==> config.mk <==
export PLATFORM = sky130hd
export DESIGN_NAME = fifo_write_arbiter
export DESIGN_NICKNAME = d
export VERILOG_FILES = /design/src/rtl/fifo_write_arbiter.sv
export SDC_FILE = /design/constraint.sdc
export NUM_CORES = 1
export LEC_CHECK = 0
export ABC_AREA = 1
export BUFFER_PORTS_ARGS = -buffer_cell sky130_fd_sc_hd__clkbuf_2
export CAP_MARGIN = 20
export CORE_MARGIN = 2
export CORE_UTILIZATION = 35
export CTS_CLUSTER_DIAMETER = 80
export DETAILED_ROUTE_END_ITERATION = 8
export PLACE_DENSITY_LB_ADDON = 0.25
export SYNTH_ARGS = -nofsm -noshare
export SYNTH_HDL_FRONTEND = slang
export SYNTH_SLANG_ARGS = --single-unit
==> constraint.sdc <==
create_clock -name clk -period 2.41 [get_ports clk]
set_input_delay 0.241 -clock clk [delete_from_list [all_inputs] [get_ports clk]]
set_output_delay 0.241 -clock clk [all_outputs]
set_load 0.005 [all_outputs]
==> src/rtl/fifo_write_arbiter.sv <==
// Round-robin arbiter sharing the single FIFO write port between N_REQ byte producers.
// Define CRC_APPEND_EN to append a per-channel CRC-8 byte after every FRAME_LEN data bytes.
module fifo_write_arbiter #(
  parameter int N_REQ     = 4,
  parameter int FRAME_LEN = 4,
  parameter int IDW       = (N_REQ > 1) ? $clog2(N_REQ) : 1
) (
  input  logic               clk,
  input  logic               reset,
  input  logic               enable,
  input  logic [N_REQ-1:0]   req,
  input  logic [8*N_REQ-1:0] req_data,
  input  logic               fifo_busy,
  output logic [N_REQ-1:0]   ack,
  output logic               fifo_we,
  output logic [7:0]         fifo_data,
  output logic [IDW-1:0]     grant_id,
  output logic               busy
);

  if (N_REQ < 2 || N_REQ > 8 || FRAME_LEN < 1) begin : g_param_check
    $error("fifo_write_arbiter: N_REQ must be 2..8 and FRAME_LEN >= 1");
  end

  typedef enum logic [2:0] {
    ST_IDLE,
    ST_WAIT,
    ST_WRITE,
    ST_CRC_WAIT,
    ST_CRC_WRITE
  } state_e;

  state_e             state_q, state_d;
  logic [N_REQ-1:0]   ack_q, ack_d;
  logic               fifo_we_q, fifo_we_d;
  logic [7:0]         fifo_data_q, fifo_data_d;
  logic [IDW-1:0]     grant_id_q, grant_id_d;
  logic [IDW-1:0]     last_grant_q, last_grant_d;
  logic               busy_q;
  logic [7:0]         hold_q, hold_d;
  logic               hold_load;

  // Round-robin pick: lowest requester above last_grant, else lowest overall (wrap).
  logic [N_REQ-1:0]   above_mask;
  logic [N_REQ-1:0]   masked_req;
  logic [N_REQ-1:0]   pick_src;
  logic [IDW-1:0]     winner;

  always_comb begin
    above_mask = {N_REQ{1'b1}} << (int'(last_grant_q) + 1);
    masked_req = req & above_mask;
    pick_src   = (masked_req != '0) ? masked_req : req;
    winner     = '0;
    for (int i = N_REQ - 1; i >= 0; i--) begin
      if (pick_src[i]) winner = IDW'(i);
    end
  end

`ifdef CRC_APPEND_EN
  localparam int CNT_W = $clog2(FRAME_LEN + 1);

  logic [7:0]       crc_q [N_REQ];
  logic [CNT_W-1:0] cnt_q [N_REQ];
  logic             data_wr;
  logic             crc_clr;

  // CRC-8, poly 0x07, MSB first: fold the byte in, then eight shift/reduce steps.
  function automatic logic [7:0] crc8_byte(input logic [7:0] crc, input logic [7:0] d);
    logic [7:0] c;
    c = crc ^ d;
    for (int b = 0; b < 8; b++) begin
      c = c[7] ? ((c << 1) ^ 8'h07) : (c << 1);
    end
    return c;
  endfunction
`endif

  // NOTE: every signal written here gets a default first, so no path leaves one unassigned and no latch is inferred.
  always_comb begin
    state_d      = state_q;
    ack_d        = '0;
    fifo_we_d    = 1'b0;
    fifo_data_d  = fifo_data_q;
    grant_id_d   = grant_id_q;
    last_grant_d = last_grant_q;
    hold_load    = 1'b0;
    hold_d       = req_data[8*winner +: 8];
`ifdef CRC_APPEND_EN
    data_wr      = 1'b0;
    crc_clr      = 1'b0;
`endif
    unique case (state_q)
      ST_IDLE: begin
        if (enable && (req != '0)) begin
          ack_d        = N_REQ'(1) << winner;
          grant_id_d   = winner;
          last_grant_d = winner;
          hold_load    = 1'b1;
          state_d      = ST_WAIT;
        end
      end
      ST_WAIT: begin
        if (!fifo_busy) begin
          fifo_we_d   = 1'b1;
          fifo_data_d = hold_q;
          state_d     = ST_WRITE;
`ifdef CRC_APPEND_EN
          data_wr     = 1'b1;
`endif
        end
      end
      ST_WRITE: begin
        state_d = ST_IDLE;
`ifdef CRC_APPEND_EN
        if (cnt_q[grant_id_q] == CNT_W'(FRAME_LEN)) state_d = ST_CRC_WAIT;
`endif
      end
`ifdef CRC_APPEND_EN
      ST_CRC_WAIT: begin
        if (!fifo_busy) begin
          fifo_we_d   = 1'b1;
          fifo_data_d = crc_q[grant_id_q];
          state_d     = ST_CRC_WRITE;
        end
      end
      ST_CRC_WRITE: begin
        crc_clr = 1'b1;
        state_d = ST_IDLE;
      end
`endif
      default: state_d = ST_IDLE;
    endcase
  end

  // NOTE: sequential state uses non-blocking assignments so every register samples pre-edge values.
  always_ff @(posedge clk or negedge reset) begin
    if (!reset) begin
      state_q      <= ST_IDLE;
      ack_q        <= '0;
      fifo_we_q    <= 1'b0;
      fifo_data_q  <= '0;
      grant_id_q   <= '0;
      last_grant_q <= IDW'(N_REQ - 1);
      busy_q       <= 1'b0;
    end else begin
      state_q      <= state_d;
      ack_q        <= ack_d;
      fifo_we_q    <= fifo_we_d;
      fifo_data_q  <= fifo_data_d;
      grant_id_q   <= grant_id_d;
      last_grant_q <= last_grant_d;
      busy_q       <= (state_d != ST_IDLE);
    end
  end

  // NOTE: the hold byte is pure datapath, only read after it has been loaded, so it carries no reset.
  always_ff @(posedge clk) begin
    if (hold_load) hold_q <= hold_d;
  end

`ifdef CRC_APPEND_EN
  always_ff @(posedge clk or negedge reset) begin
    if (!reset) begin
      for (int i = 0; i < N_REQ; i++) begin
        crc_q[i] <= '0;
        cnt_q[i] <= '0;
      end
    end else begin
      for (int i = 0; i < N_REQ; i++) begin
        if (grant_id_q == IDW'(i)) begin
          if (data_wr) begin
            crc_q[i] <= crc8_byte(crc_q[i], hold_q);
            cnt_q[i] <= cnt_q[i] + CNT_W'(1);
          end else if (crc_clr) begin
            crc_q[i] <= '0;
            cnt_q[i] <= '0;
          end
        end
      end
    end
  end
`endif

  assign ack       = ack_q;
  assign fifo_we   = fifo_we_q;
  assign fifo_data = fifo_data_q;
  assign grant_id  = grant_id_q;
  assign busy      = busy_q;

endmodule
# [Word level (Yosys, flattened, before mapping)]
# Cells that the tools add are included.
[totals] regBits=29 latchBits=0 ramBits=0 rom_bits=0 input_bits=40 out_inout_bits=16 word_cells=36 n_memories=0
[classes] add_sub_neg=1 n_mul=0 div=0 magnitude_cmp=0 eq_ne=1 shifts=3 n_mux=14 n_bitwise=2 n_reduce_logical=7
[op_table] op="$shiftx 32x6->8" n=1
[op_table] op="$mux 4" n=3
[op_table] op="$mux 2" n=4
[op_table] op="$reduce_bool 4->1" n=2
[op_table] op="$mux 3" n=2
[op_table] op="$pmux 3 s2" n=1
[op_table] op="$and 4x4->4" n=1
[op_table] op="$mux 1" n=4
[op_table] op="$reduce_and 2->1" n=2
[op_table] op="$shl 1x2->4 const A" n=1
[op_table] op="$shl 4x3->4 const A" n=1
[op_table] op="$add 2x1->3 const B" n=1
[op_table] op="$eq 3x1->1 const B" n=1
[op_table] op="$logic_not 3->1" n=1
[op_table] op="$reduce_bool 3->1" n=1
[op_table] op="$logic_and 1x1->1" n=1
[op_table] op="$not 1->1" n=1

# [Depth between registers and ports, before layout]
# Gate-level depths: netlist of run 1.
[logic_depth] depth_word=12 depth_mapped=10 mapped_depth_nobuf=9

# [Worst setup path after synthesis of run 1]
# OpenSTA, ideal clock, no wires.
[synth_timing] kind="reg2reg" start="reg last_grant_q[1]" end="reg hold_q[5], data pin" t_arrival_ps=1258 t_required_ps=2158 setup_slack_ps=900 path_stages_with_launch=9 path_buffers=1 cell_sequence="dfstp_2 -> inv_2 -> nand2_2 -> nand4_4 -> clkbuf_8 -> nand3_1 -> nand2_1 -> nand2_1 -> nand2_1"
[synth_between] elab_chain_cells=10
[synth_lines] item="start, declared" line_no="38" text="logic [IDW-1:0] last_grant_q, last_grant_d;"
[synth_lines] item="start signal, assigned" line_no="143" text="last_grant_q <= IDW'(N_REQ - 1);"
[synth_lines] item="start signal, assigned" line_no="151" text="last_grant_q <= last_grant_d;"
[synth_lines] item="$add 2x1->3 *" line_no="50" text="above_mask = {N_REQ{1'b1}} << (int'(last_grant_q) + 1);"
[synth_lines] item="$shl 4x3->4 *" line_no="50"
[synth_lines] item="$and 4x4->4 *" line_no="51" text="masked_req = req & above_mask;"
[synth_lines] item="$reduce_bool 4->1" line_no="52" text="pick_src = (masked_req != '0) ? masked_req : req;"
[synth_lines] item="$mux 4 *" line_no="52"
[synth_lines] item="$mux 2 (3 in a row)" line_no="55" text="if (pick_src[i]) winner = IDW'(i);"
[synth_lines] item="$mux 2 *" line_no="55"
[synth_lines] item="$shiftx 32x6->8 *" line_no="87" text="hold_d = req_data[8*winner +: 8];"
[synth_lines] item="net hold_d[5]" line_no="40" text="logic [7:0] hold_q, hold_d;"
[synth_lines] item="end signal, assigned" line_no="158" text="if (hold_load) hold_q <= hold_d;"
[synth_lines] item="end, declared" line_no="40"
# The timed path passes the listed nets; every way through them passes the cells marked *.
# A chain may end at the register's enable or synchronous reset.

# [Final worst setup path of run 1]
[layout_timing] start="reg last_grant_q[1]" end="reg hold_q[0], data pin"
# Same word-level chain as after synthesis.

==> summary.md, run 1 <==
| Metric | Value |
|---|---|
| Outcome | `completed` |
| Hold WC Path Type | `in -> reg` |
| Via count | `about 1.2k` |
| Vert. Die Dim | `69.36 um` |
| Final Hold Vio Count | `0` |
| Measured slew at the worst slew-check pin | `approximately 0.62 ns` |
| Synth area leaders | `dfrtp_1, nand2_1, edfxtp_1` |
| Peak VDD IR | `between 0.2 and 0.3 mV` |
| Post-CTS Repair Setup Buffers | `0` |
| Met3 routed WL | `between 150 and 200 um` |
| Clock Sink Count | `29` |
| PD cells | `roughly 940 mW/mm^2` |
| CTS Buf Count | `5` |
| IO Count | `56` |
| Core area | `between 0.004 and 0.005 mm^2` |
| Synth Cell Area | `about 0.0015 mm^2` |
| GPL Wtd Cong | `between 0.8 and 0.9` |
| Final HPWL DP | `between 2000 and 2500 um` |
| Worst r2r src | `last_grant_q[1]$_DFFE_PN1P_` |
| CTS root buffer | `clkbuf_8` |
| Top cell type's share of synthesized area | `a little under a third` |
| DR WL/cell | `11.05 um` |
| Syn_nets | `~200` |
| First-pass GRT wire length | `~5200 um` |
| Initial antenna violation count | `0` |
| Share of layout cells above drive strength 1 | `~45%` |
| Worst hold start | `fifo_busy` |
| Area leader, netlist | `dfrtp_1` |
| FFs w/ async S/R, synth | `about 72%` |
| GRT Residual Overflow | `0` |
| DR vias/cell | `4.457` |
| Crit path launch type | `flip-flop` |
| Max Slew Vio Count | `0` |
| Vias in the first global route | `1167` |
| Synth warn | `0` |
| Crit path max fanout | `19` |
| Hold buffer count at cts | `1` |
| CTS tree | `yes` |
| CP Class | `reg -> reg` |
| Max-slew headroom | `58.38%` |
| Synth cell types | `23` |
| Row count | `23` |
| Fmax | `between 0.5 and 0.6 GHz` |
| Port Buffers | `55` |
| RSZ-0062 raised after global routing | `false` |
| Most instantiated library cell after synthesis | `nand2_1` |
| FF-to-FF path depth | `7` |
| Largest net degree at the start of global routing | `22` |
| Worst skew pair latency | `0.27 ns` |
| GRT Overall Usage | `a little over an eighth` |
| Fin Setup TNS | `0 ns` |
| Commonest cells post-synth | `nand2_1, dfrtp_1, nand3_1, nand3_2` |
| Met2 routed WL | `about 1300 um` |
| Max Cap Viol | `0` |
| Htree depth | `2` |
| Die ar. | `approximately 0.0048 mm^2` |
| Hold-critical path depth | `2` |
| Flop and latch count out of synthesis | `29` |
| Sequential share of the synthesized area | `between 50% and 60%` |
| Minimum clock period | `1.784 ns` |
| Final setup violation count | `0` |
| Die Span X | `slightly below 70 um` |
| Top Metal Used | `met4` |
| Final nets | `approximately 260` |
| Area growth syn-to-layout | `28.95%` |
| Crit path DAT | `approximately 1.8 ns` |
| Static Leak | `between 1 and 1.5 nW` |
| Req. time, crit path | `between 2 and 2.5 ns` |
| Routed Antenna Nets | `0` |
| Period utilisation layout | `between 70 and 80%` |
| Clk slew on worst S/H paths | `around 0.060 ns` |
| Synthesized area per cell | `9.463 um^2` |
| Synth Flop Type | `dfrtp_1` |
| Worst-case clock buffer depth | `2` |
| Antenna Cells | `0` |
| Detailed Routing Iterations Pass 1 | `4` |
| Critical path origin | `last_grant_q[1]$_DFFE_PN1P_` |
| WL final | `approximately 3000 um` |
| Drt drc | `0` |
| Post-synth EDFFs | `8` |
| Post-layout util | `47.52%` |
| Mapped Cells | `around 160` |
| Post-cts resize count | `0` |
| Initial core utilization | `a little under two fifths` |
| Fillers | `approximately 390` |
| Met1 WL | `~1500 um` |
| Drt initial violations | `69` |
| CP endpoint kind | `flip-flop` |
| Skew final | `between 0.005 and 0.006 ns` |
[worst paths after layout]
path                                               end  slack (ns)
setup / recovery                   hold_q[0]$_DFFE_PP_        0.63
hold / removal                       fifo_we$_DFF_PN0_        0.17
setup reg to reg                   hold_q[0]$_DFFE_PP_        0.63
hold reg to reg               fifo_data[0]$_DFFE_PN0P_        0.47
max in group asynchronous  last_grant_q[0]$_DFFE_PN1P_        1.58
min in group asynchronous             ack[0]$_DFF_PN0_        0.47
[worst max-delay path, cell delays in order, from the launching register on]
cell     delay [ns]
dfstp_2        0.53
inv_2          0.06
nand3_2        0.11
nand4_4        0.30
nand2_2        0.32
inv_4          0.09
nand2_1        0.07
nand2_1        0.06
[where the power goes]
group	internal (W)	switching [W]
clock	0.000410	0.000177
sequential	0.000632	0.0000433
combinational	0.000226	0.000332
[cells by family (layout without fill, tap and decap cells)]
family | after synthesis | count (layout) | synth area share (%)
simple gates | 107 | 107 | 35.48
flops | 29 | 29 | 51.38
buf+inv | 9 | 70 | 5.189
mux | 8 | 8 | 6.025
compound gates | 4 | 4 | 1.673
other cells | 1 | 1 | 0.2508
[stage by stage]
step	hold WS (ns)	instances	power [W]	instance area (um^2)	worst slack, ns
after floorplan	-0.05459	158	0.001107	1495	0.9001
after global placement	0.2377	260	0.001246	1784	0.6552
after detailed placement	0.2421	260	0.001254	1784	0.6199
after CTS	0.1559	269	0.001850	1928	0.6170
after global routing	0.1717	269	0.001957	1928	0.4705
final	0.1676	269	0.001821	1928	0.6260
[cell usage in the layout (no fill, tap or decap), drive strengths merged, types with 2 or more instances in the layout]
| master | netlist | layout |
|---|---|---|
| clkbuf | 1 | 60 |
| edfxtp | 8 | 8 |
| nand2 | 73 | 73 |
| nor2 | 11 | 11 |
| nand4 | 2 | 2 |
| inv | 5 | 5 |
| dfstp | 2 | 2 |
| mux2 | 8 | 8 |
| dfrtp | 19 | 19 |
| nand3 | 20 | 20 |
| bufinv | 0 | 2 |
| o21ai | 3 | 3 |
[per-layer routing]
metal  vias up  GRT usage, %
li1        636             -
met1       514         18.23
met2        44         19.55
met3         5         3.924
met4         0         5.229
met5         -             0
[layout make-up]
| class | instances | area, um^2 | area share [%] |
|---|---|---|---|
| Clock buffer | 5 | 68.82 | 3.569 |
| Sequential cell | 29 | 768.2 | 39.84 |
| Clock inverter | 3 | 65.06 | 3.374 |
| Timing Repair Buffer | 57 | 292.8 | 15.18 |
| Multi-Input combinational cell | 120 | 649.4 | 33.68 |
| Tap cell | 50 | 62.56 | 3.245 |
| Inverter | 5 | 21.27 | 1.103 |
[sequential cells by signal (all words and copies together), names as in the netlist]
register	cells
ack	4
last_grant_q	2
hold_q	8
grant_id	2
fifo_we	1
state_q	3
fifo_data	8
busy	1
No activity file was read; power rests on OpenSTA's default activity.
==> run 2: changes to the inputs <==
==> constraint.sdc (replaced) <==
create_clock -name clk -period 1.7 [get_ports clk]
set_input_delay 0.17 -clock clk [delete_from_list [all_inputs] [get_ports clk]]
set_output_delay 0.17 -clock clk [all_outputs]
set_load 0.005 [all_outputs]
==> run 2 against run 1 <==
Fmax is 13% higher. Cell count grew 1.1%. Sequential power up 43%. Clock power fell by 10%. Die area unchanged. Worst setup slack worse by 0.51 ns. Count of clock-buffer cells in the layout up 3. Via count is 2.2% higher. Final area up 1.5%. Routed wire length grew 4.7%. Worst hold slack got worse by 0.062 ns. Largest power group unchanged.
==> summary.md, run 2 (synthesized netlist as in run 1, its figures left out) <==
| Metric | Value |
|---|---|
| Outcome | `completed (unchanged)` |
| DR WL/cell | `11.44 um (was 11.05 um)` |
| Worst skew pair latency | `0.28 ns (was 0.27 ns)` |
| PD cells | `1212 mW/mm^2 (was 944.4 mW/mm^2)` |
| Final HPWL DP | `2444 um (was 2364 um)` |
| Net Sw Frac | `34.05% (was 30.31%)` |
| Leading cell type in the layout, fill and taps excluded | `nand2_1 (unchanged)` |
| Drt initial violations | `33 (was 69)` |
| WHS | `0.1061 ns (was 0.1676 ns)` |
| CP Class | `reg -> reg (unchanged)` |
| Port Buffers | `55 (unchanged)` |
| Peak VDD IR | `0.3719 mV (was 0.2802 mV)` |
| Period utilisation layout | `93.20% (was 74.03%)` |
| CTS tree | `yes (unchanged)` |
| Final instance area | `0.001957 mm^2 (was 0.001928 mm^2)` |
| Static Leak | `1.039 nW (was 1.037 nW)` |
| GRT Overall Usage | `14.01% (was 13.26%)` |
| Initial core utilization | `36.85% (unchanged)` |
| Placed cell areas | `0.001819 mm^2 (was 0.001784 mm^2)` |
| Worst-case clock buffer depth | `2 (unchanged)` |
| Max Cap Viol | `0 (unchanged)` |
| First-pass GRT wire length | `5375 um (was 5161 um)` |
| Hold WC Path Type | `in -> reg (unchanged)` |
| Crit path launch type | `flip-flop (unchanged)` |
| Die Span X | `69.36 um (unchanged)` |
| Share of layout cells above drive strength 1 | `44.14% (was 44.75%)` |
| Skew final | `0.005993 ns (was 0.005057 ns)` |
| Max Slew Vio Count | `0 (unchanged)` |
| CTS Buf Count | `5 (unchanged)` |
| Area growth syn-to-layout | `30.88% (was 28.95%)` |
| Req. time, crit path | `1.73 ns (was 2.43 ns)` |
| IO Count | `56 (unchanged)` |
| Htree depth | `2 (unchanged)` |
| Drt drc | `0 (unchanged)` |
| Fmax | `0.6311 GHz (was 0.5605 GHz)` |
| NetSw | `0.0008075 W (was 0.0005518 W)` |
| Minimum clock period | `1.584 ns (was 1.784 ns)` |
| Crit path DAT | `1.61 ns (was 1.81 ns)` |
| CTS root buffer | `clkbuf_8 (unchanged)` |
| Antenna Cells | `0 (unchanged)` |
| Internal | `0.001564 W (was 0.001269 W)` |
| Final nets | `261 (was 258)` |
| Commonest non-fill, non-tap cells in the layout | `nand2_1, clkbuf_2, dfrtp_1 (unchanged)` |
| DR vias/cell | `4.504 (was 4.457)` |
| Final setup violation count | `0 (unchanged)` |
| GRT Residual Overflow | `0 (unchanged)` |
| Post-CTS Repair Setup Buffers | `0 (unchanged)` |
| GPL Wtd Cong | `0.7672 (was 0.8246)` |
| Clock Sink Count | `29 (unchanged)` |
| Detailed Routing Iterations Pass 1 | `4 (unchanged)` |
| Final Hold Vio Count | `0 (unchanged)` |
| Clock power frac | `22.3% (was 32.2%)` |
| Via count | `1225 (was 1199)` |
| Vias in the first global route | `1187 (was 1167)` |
| Die ar. | `0.004811 mm^2 (unchanged)` |
| Initial antenna violation count | `0 (unchanged)` |
| Vert. Die Dim | `69.36 um (unchanged)` |
| Largest net degree at the start of global routing | `22 (unchanged)` |
| Routed Antenna Nets | `0 (unchanged)` |
| WL final | `3113 um (was 2972 um)` |
| Row count | `23 (unchanged)` |
| CP endpoint kind | `flip-flop (unchanged)` |
| Measured slew at the worst slew-check pin | `0.5096 ns (was 0.6236 ns)` |
| Max-slew headroom | `66.02% (was 58.38%)` |
| Crit path max fanout | `17 (was 19)` |
| Core area | `0.004058 mm^2 (unchanged)` |
| Clk slew on worst S/H paths | `0.06 ns (about the same)` |
| Seq pwr share | `40.7% (was 37.1%)` |
| Comb power frac | `37.0% (was 30.7%)` |
-- run 2: cell count changes in the layout (fill, tap and decap cells not counted), sizes merged --
cell	change
clkbuf	+3
buf	+3
clkinv	-1
bufinv	-2
-- run 2: area by class of cell --
class                           count  area (um^2)
Inverter                            5        21.27
Fill cell                         407         2101
Multi-Input combinational cell    120        684.4
Timing Repair Buffer               60        340.3
Clock buffer                        8        80.08
Tap cell                           50        62.56
Sequential cell                    29        768.2
-- run 2: power by group through the flow --
stage	Sequential (W)	Combinational [W]	Clock, W
after CTS	0.000969	0.000823	0.000552
after floorplan	0.000976	0.000594	0
after global placement	0.000977	0.000810	0
after detailed placement	0.000982	0.000817	0
after global routing	0.000987	0.000991	0.000586
final	0.000965	0.000878	0.000528
-- run 2: critical path, stage by stage (launching register included) --
cell and delay [ns]:
dfstp_2 0.53, inv_2 0.06, nand2_1 0.10, nand4_4 0.11, nand3_4 0.17, nand2_8 0.11, nand2_1 0.07, nand2_1 0.05
nand2_1 0.06, nand2_1 0.06
-- run 2: worst paths after layout --
check | startpoint | to | slack, ns | cells after the start
max in group asynchronous | reset | last_grant_q[0]$_DFFE_PN1P_ | 0.95 | 2
min in group asynchronous | reset | ack[1]$_DFF_PN0_ | 0.39 | 2
setup reg to reg | last_grant_q[1]$_DFFE_PN1P_ | hold_q[2]$_DFFE_PP_ | 0.12 | 9
hold / removal | fifo_busy | fifo_we$_DFF_PN0_ | 0.11 | 2
setup / recovery | last_grant_q[1]$_DFFE_PN1P_ | hold_q[2]$_DFFE_PP_ | 0.12 | 9
hold reg to reg | grant_id[0]$_DFFE_PN0P_ | grant_id[0]$_DFFE_PN0P_ | 0.48 | 2
-- run 2: routing by layer --
metal	GRT usage (%)	wire [um]	vias to the layer above
met5	0	0	-
met4	6.536	68	0
met3	4.360	213	6
met2	21.79	1366	46
met1	17.74	1464	535
li1	-	-	638
-- run 2: repair_timing --
action	4_1_cts	5_1_grt
hold endpoints to repair	19	0
resized for setup	0	9
hold buffers	1	0
setup endpoints to repair	0	8
-- run 2: per-stage QoR --
step	setup TNS, ns	utilization (%)	total power [W]	worst slack [ns]	std cells
after global routing	-0.005489	48.23	0.002563	-0.005489	272
final	0	48.23	0.002371	0.1155	272
after global placement	0	44.84	0.001787	0.07495	263
after floorplan	0	-	0.001569	0.1901	158
after CTS	0	47.06	0.002344	0.03374	272
after detailed placement	0	44.84	0.001799	0.05893	263
==> run 3: changes to the inputs <==
--- a/config.mk
+++ b/config.mk
@@ -13,6 +13,7 @@
 export CTS_CLUSTER_DIAMETER = 80
 export DETAILED_ROUTE_END_ITERATION = 8
 export PLACE_DENSITY_LB_ADDON = 0.25
+export RECOVER_POWER = 100
 export SYNTH_ARGS = -nofsm -noshare
 export SYNTH_HDL_FRONTEND = slang
 export SYNTH_SLANG_ARGS = --single-unit
==> run 3 against run 2 <==
Critical path depth did not move. Die area did not move. Via count did not move. Sequential power barely moved. Highest routed layer unchanged.
==> summary.md, run 3 (synthesized netlist as in run 1, its figures left out) <==
| Metric | Value |
|---|---|
| Outcome | `completed (unchanged)` |
| Leading cell type in the layout, fill and taps excluded | `nand2_1 (unchanged)` |
| Antenna Cells | `0 (unchanged)` |
| Clk slew on worst S/H paths | `0.06 ns (about the same)` |
| Cell family with most CP delay | `simple AND/OR/NAND/NOR gates (unchanged)` |
| Final worst slack | `0.1165 ns (was 0.1155 ns)` |
| Buf/Inv on CP | `1 (unchanged)` |
| Drt drc | `0 (unchanged)` |
| Peak VDD IR | `0.3716 mV (was 0.3719 mV)` |
| Internal | `0.001557 W (was 0.001564 W)` |
| Port Buffers | `55 (unchanged)` |
| Worst-case clock buffer depth | `2 (unchanged)` |
| CP dominant cell by count | `nand2_1 (unchanged)` |
| DR WL/cell | `11.44 um (unchanged)` |
| Final Hold Vio Count | `0 (unchanged)` |
| Critical-path cell list | `inv_2 -> nand2_1 -> nand4_4 -> nand3_4 -> nand2_8 -> nand2_1 -> nand2_1 -> nand2_1 -> nand2_1 (unchanged)` |
| Area growth syn-to-layout | `30.29% (was 30.88%)` |
| Core area | `0.004058 mm^2 (unchanged)` |
| Drt initial violations | `33 (unchanged)` |
| First-pass GRT wire length | `5375 um (unchanged)` |
| GRT Overall Usage | `14.01% (unchanged)` |
| Max Slew Vio Count | `0 (unchanged)` |
| NetSw | `0.0008075 W (about the same)` |
| Req. time, crit path | `1.73 ns (about the same)` |
| CP endpoint kind | `flip-flop (unchanged)` |
| Final nets | `261 (unchanged)` |
| Post-CTS Repair Setup Buffers | `0 (unchanged)` |
| CTS Buf Count | `5 (unchanged)` |
| Routed Antenna Nets | `0 (unchanged)` |
| Detailed Routing Iterations Pass 1 | `4 (unchanged)` |
| Post-place setup slack | `0.05893 ns (unchanged)` |
| CTS tree | `yes (unchanged)` |
| FF-to-FF path depth | `9 (unchanged)` |
| IO Count | `56 (unchanged)` |
| DR vias/cell | `4.504 (unchanged)` |
| Comb power frac | `36.9% (was 37.0%)` |
| CP Class | `reg -> reg (unchanged)` |
| Fillers | `413 (was 407)` |
| CTS root buffer | `clkbuf_8 (unchanged)` |
| Die ar. | `0.004811 mm^2 (unchanged)` |
| Seq pwr share | `40.8% (was 40.7%)` |
| GPL Wtd Cong | `0.7672 (unchanged)` |
| Skew final | `0.005942 ns (was 0.005993 ns)` |
| Share of layout cells above drive strength 1 | `41.89% (was 44.14%)` |
| Hold EP | `fifo_we$_DFF_PN0_ (unchanged)` |
| Clock Sink Count | `29 (unchanged)` |
| Worst skew pair latency | `0.28 ns (about the same)` |
| Final HPWL DP | `2444 um (unchanged)` |
| Final instance area | `0.001948 mm^2 (was 0.001957 mm^2)` |
| Vert. Die Dim | `69.36 um (unchanged)` |
| Via count | `1225 (unchanged)` |
| CP max stage delay | `0.53 ns (about the same)` |
| Hold WC Path Type | `in -> reg (unchanged)` |
| Static Leak | `1.022 nW (was 1.039 nW)` |
| Die Span X | `69.36 um (unchanged)` |
| Fmax | `0.6315 GHz (was 0.6311 GHz)` |
| Reg2reg end | `hold_q[2]$_DFFE_PP_ (unchanged)` |
| PD cells | `1214 mW/mm^2 (was 1212 mW/mm^2)` |
| Hold-critical path depth | `2 (unchanged)` |
| Largest net degree at the start of global routing | `22 (unchanged)` |
| Htree depth | `2 (unchanged)` |
| Crit path launch type | `flip-flop (unchanged)` |
| Worst hold start | `fifo_busy (unchanged)` |
| Commonest non-fill, non-tap cells in the layout | `nand2_1, clkbuf_2, dfrtp_1 (unchanged)` |
| Clock power frac | `22.3% (about the same)` |
| Minimum clock period | `1.583 ns (was 1.584 ns)` |
| Crit path max fanout | `17 (unchanged)` |
| Crit path DAT | `1.61 ns (about the same)` |
| Measured slew at the worst slew-check pin | `1.087 ns (was 0.5096 ns)` |
| Slowest CP cell | `dfstp_2 (unchanged)` |
| Max-slew headroom | `27.51% (was 66.02%)` |
| Net Sw Frac | `34.15% (was 34.05%)` |
| Internal reg-to-reg setup slack | `0.12 ns (about the same)` |
| Row count | `23 (unchanged)` |
| Max Cap Viol | `0 (unchanged)` |
| Vias in the first global route | `1187 (unchanged)` |
| Worst r2r src | `last_grant_q[1]$_DFFE_PN1P_ (unchanged)` |
| Final setup violation count | `0 (unchanged)` |
| Placed cell areas | `0.001819 mm^2 (unchanged)` |
| Initial core utilization | `36.85% (unchanged)` |
| GRT Residual Overflow | `0 (unchanged)` |
| WL final | `3113 um (unchanged)` |
| Period utilisation layout | `93.15% (was 93.20%)` |
| Initial antenna violation count | `0 (unchanged)` |
-- run 3: per-stage QoR --
stage	setup TNS, ns	cells	total power [W]	utilization, %	hold slack (ns)
after global routing	-0.005489	272	0.002556	48.01	0.1074
after global placement	0	263	0.001787	44.84	0.1694
after CTS	0	272	0.002344	47.06	0.1018
final	0	272	0.002365	48.01	0.1058
after detailed placement	0	263	0.001799	44.84	0.1693
after floorplan	0	158	0.001569	-	-0.1256
-- run 3: cell type report --
class                   count  area [um^2]  share of cell area (%)
flip-flops and latches     29        768.2                   39.43
inverters                   5        21.27                   1.092
multi-input cells         120        684.4                   35.13
clock buffers               8        80.08                   4.110
repair buffers             60        331.6                   17.02
well taps                  50        62.56                   3.211
-- run 3: layer usage --
layer	global-route usage [%]	share of wire [%]
met1	17.74	47
met2	21.79	44
met3	4.360	7.1
met4	6.536	2.2
met5	0	0
-- run 3: power groups by stage --
stage | clock (W) | sequential [W] | combinational, W
6_report | 0.000528 | 0.000965 | 0.000872
2_1_floorplan | 0 | 0.000976 | 0.000594
3_5_place_dp | 0 | 0.000982 | 0.000817
5_1_grt | 0.000586 | 0.000987 | 0.000984
3_3_place_gp | 0 | 0.000977 | 0.000810
4_1_cts | 0.000552 | 0.000969 | 0.000823
-- run 3: how the worst max path moves through the flow --
stage | cells past startpoint | startpoint | to | slack [ns]
after floorplan | 8 | last_grant_q[1]$_DFFE_PN1P_ | hold_q[5]$_DFFE_PP_ | 0.19
after global placement | 9 | last_grant_q[1]$_DFFE_PN1P_ | hold_q[2]$_DFFE_PP_ | 0.07
after detailed placement | 9 | last_grant_q[1]$_DFFE_PN1P_ | hold_q[2]$_DFFE_PP_ | 0.06
after CTS | 9 | last_grant_q[1]$_DFFE_PN1P_ | hold_q[2]$_DFFE_PP_ | 0.03
after global routing | 9 | last_grant_q[1]$_DFFE_PN1P_ | hold_q[5]$_DFFE_PP_ | -0.005
final | 9 | last_grant_q[1]$_DFFE_PN1P_ | hold_q[2]$_DFFE_PP_ | 0.12
-- run 3: repair_timing --
action | in CTS | in global routing
hold buffers | 1 | 0
resized for setup | 0 | 9
setup endpoints to repair | 0 | 8
endpoints found under the hold margin | 19 | 0
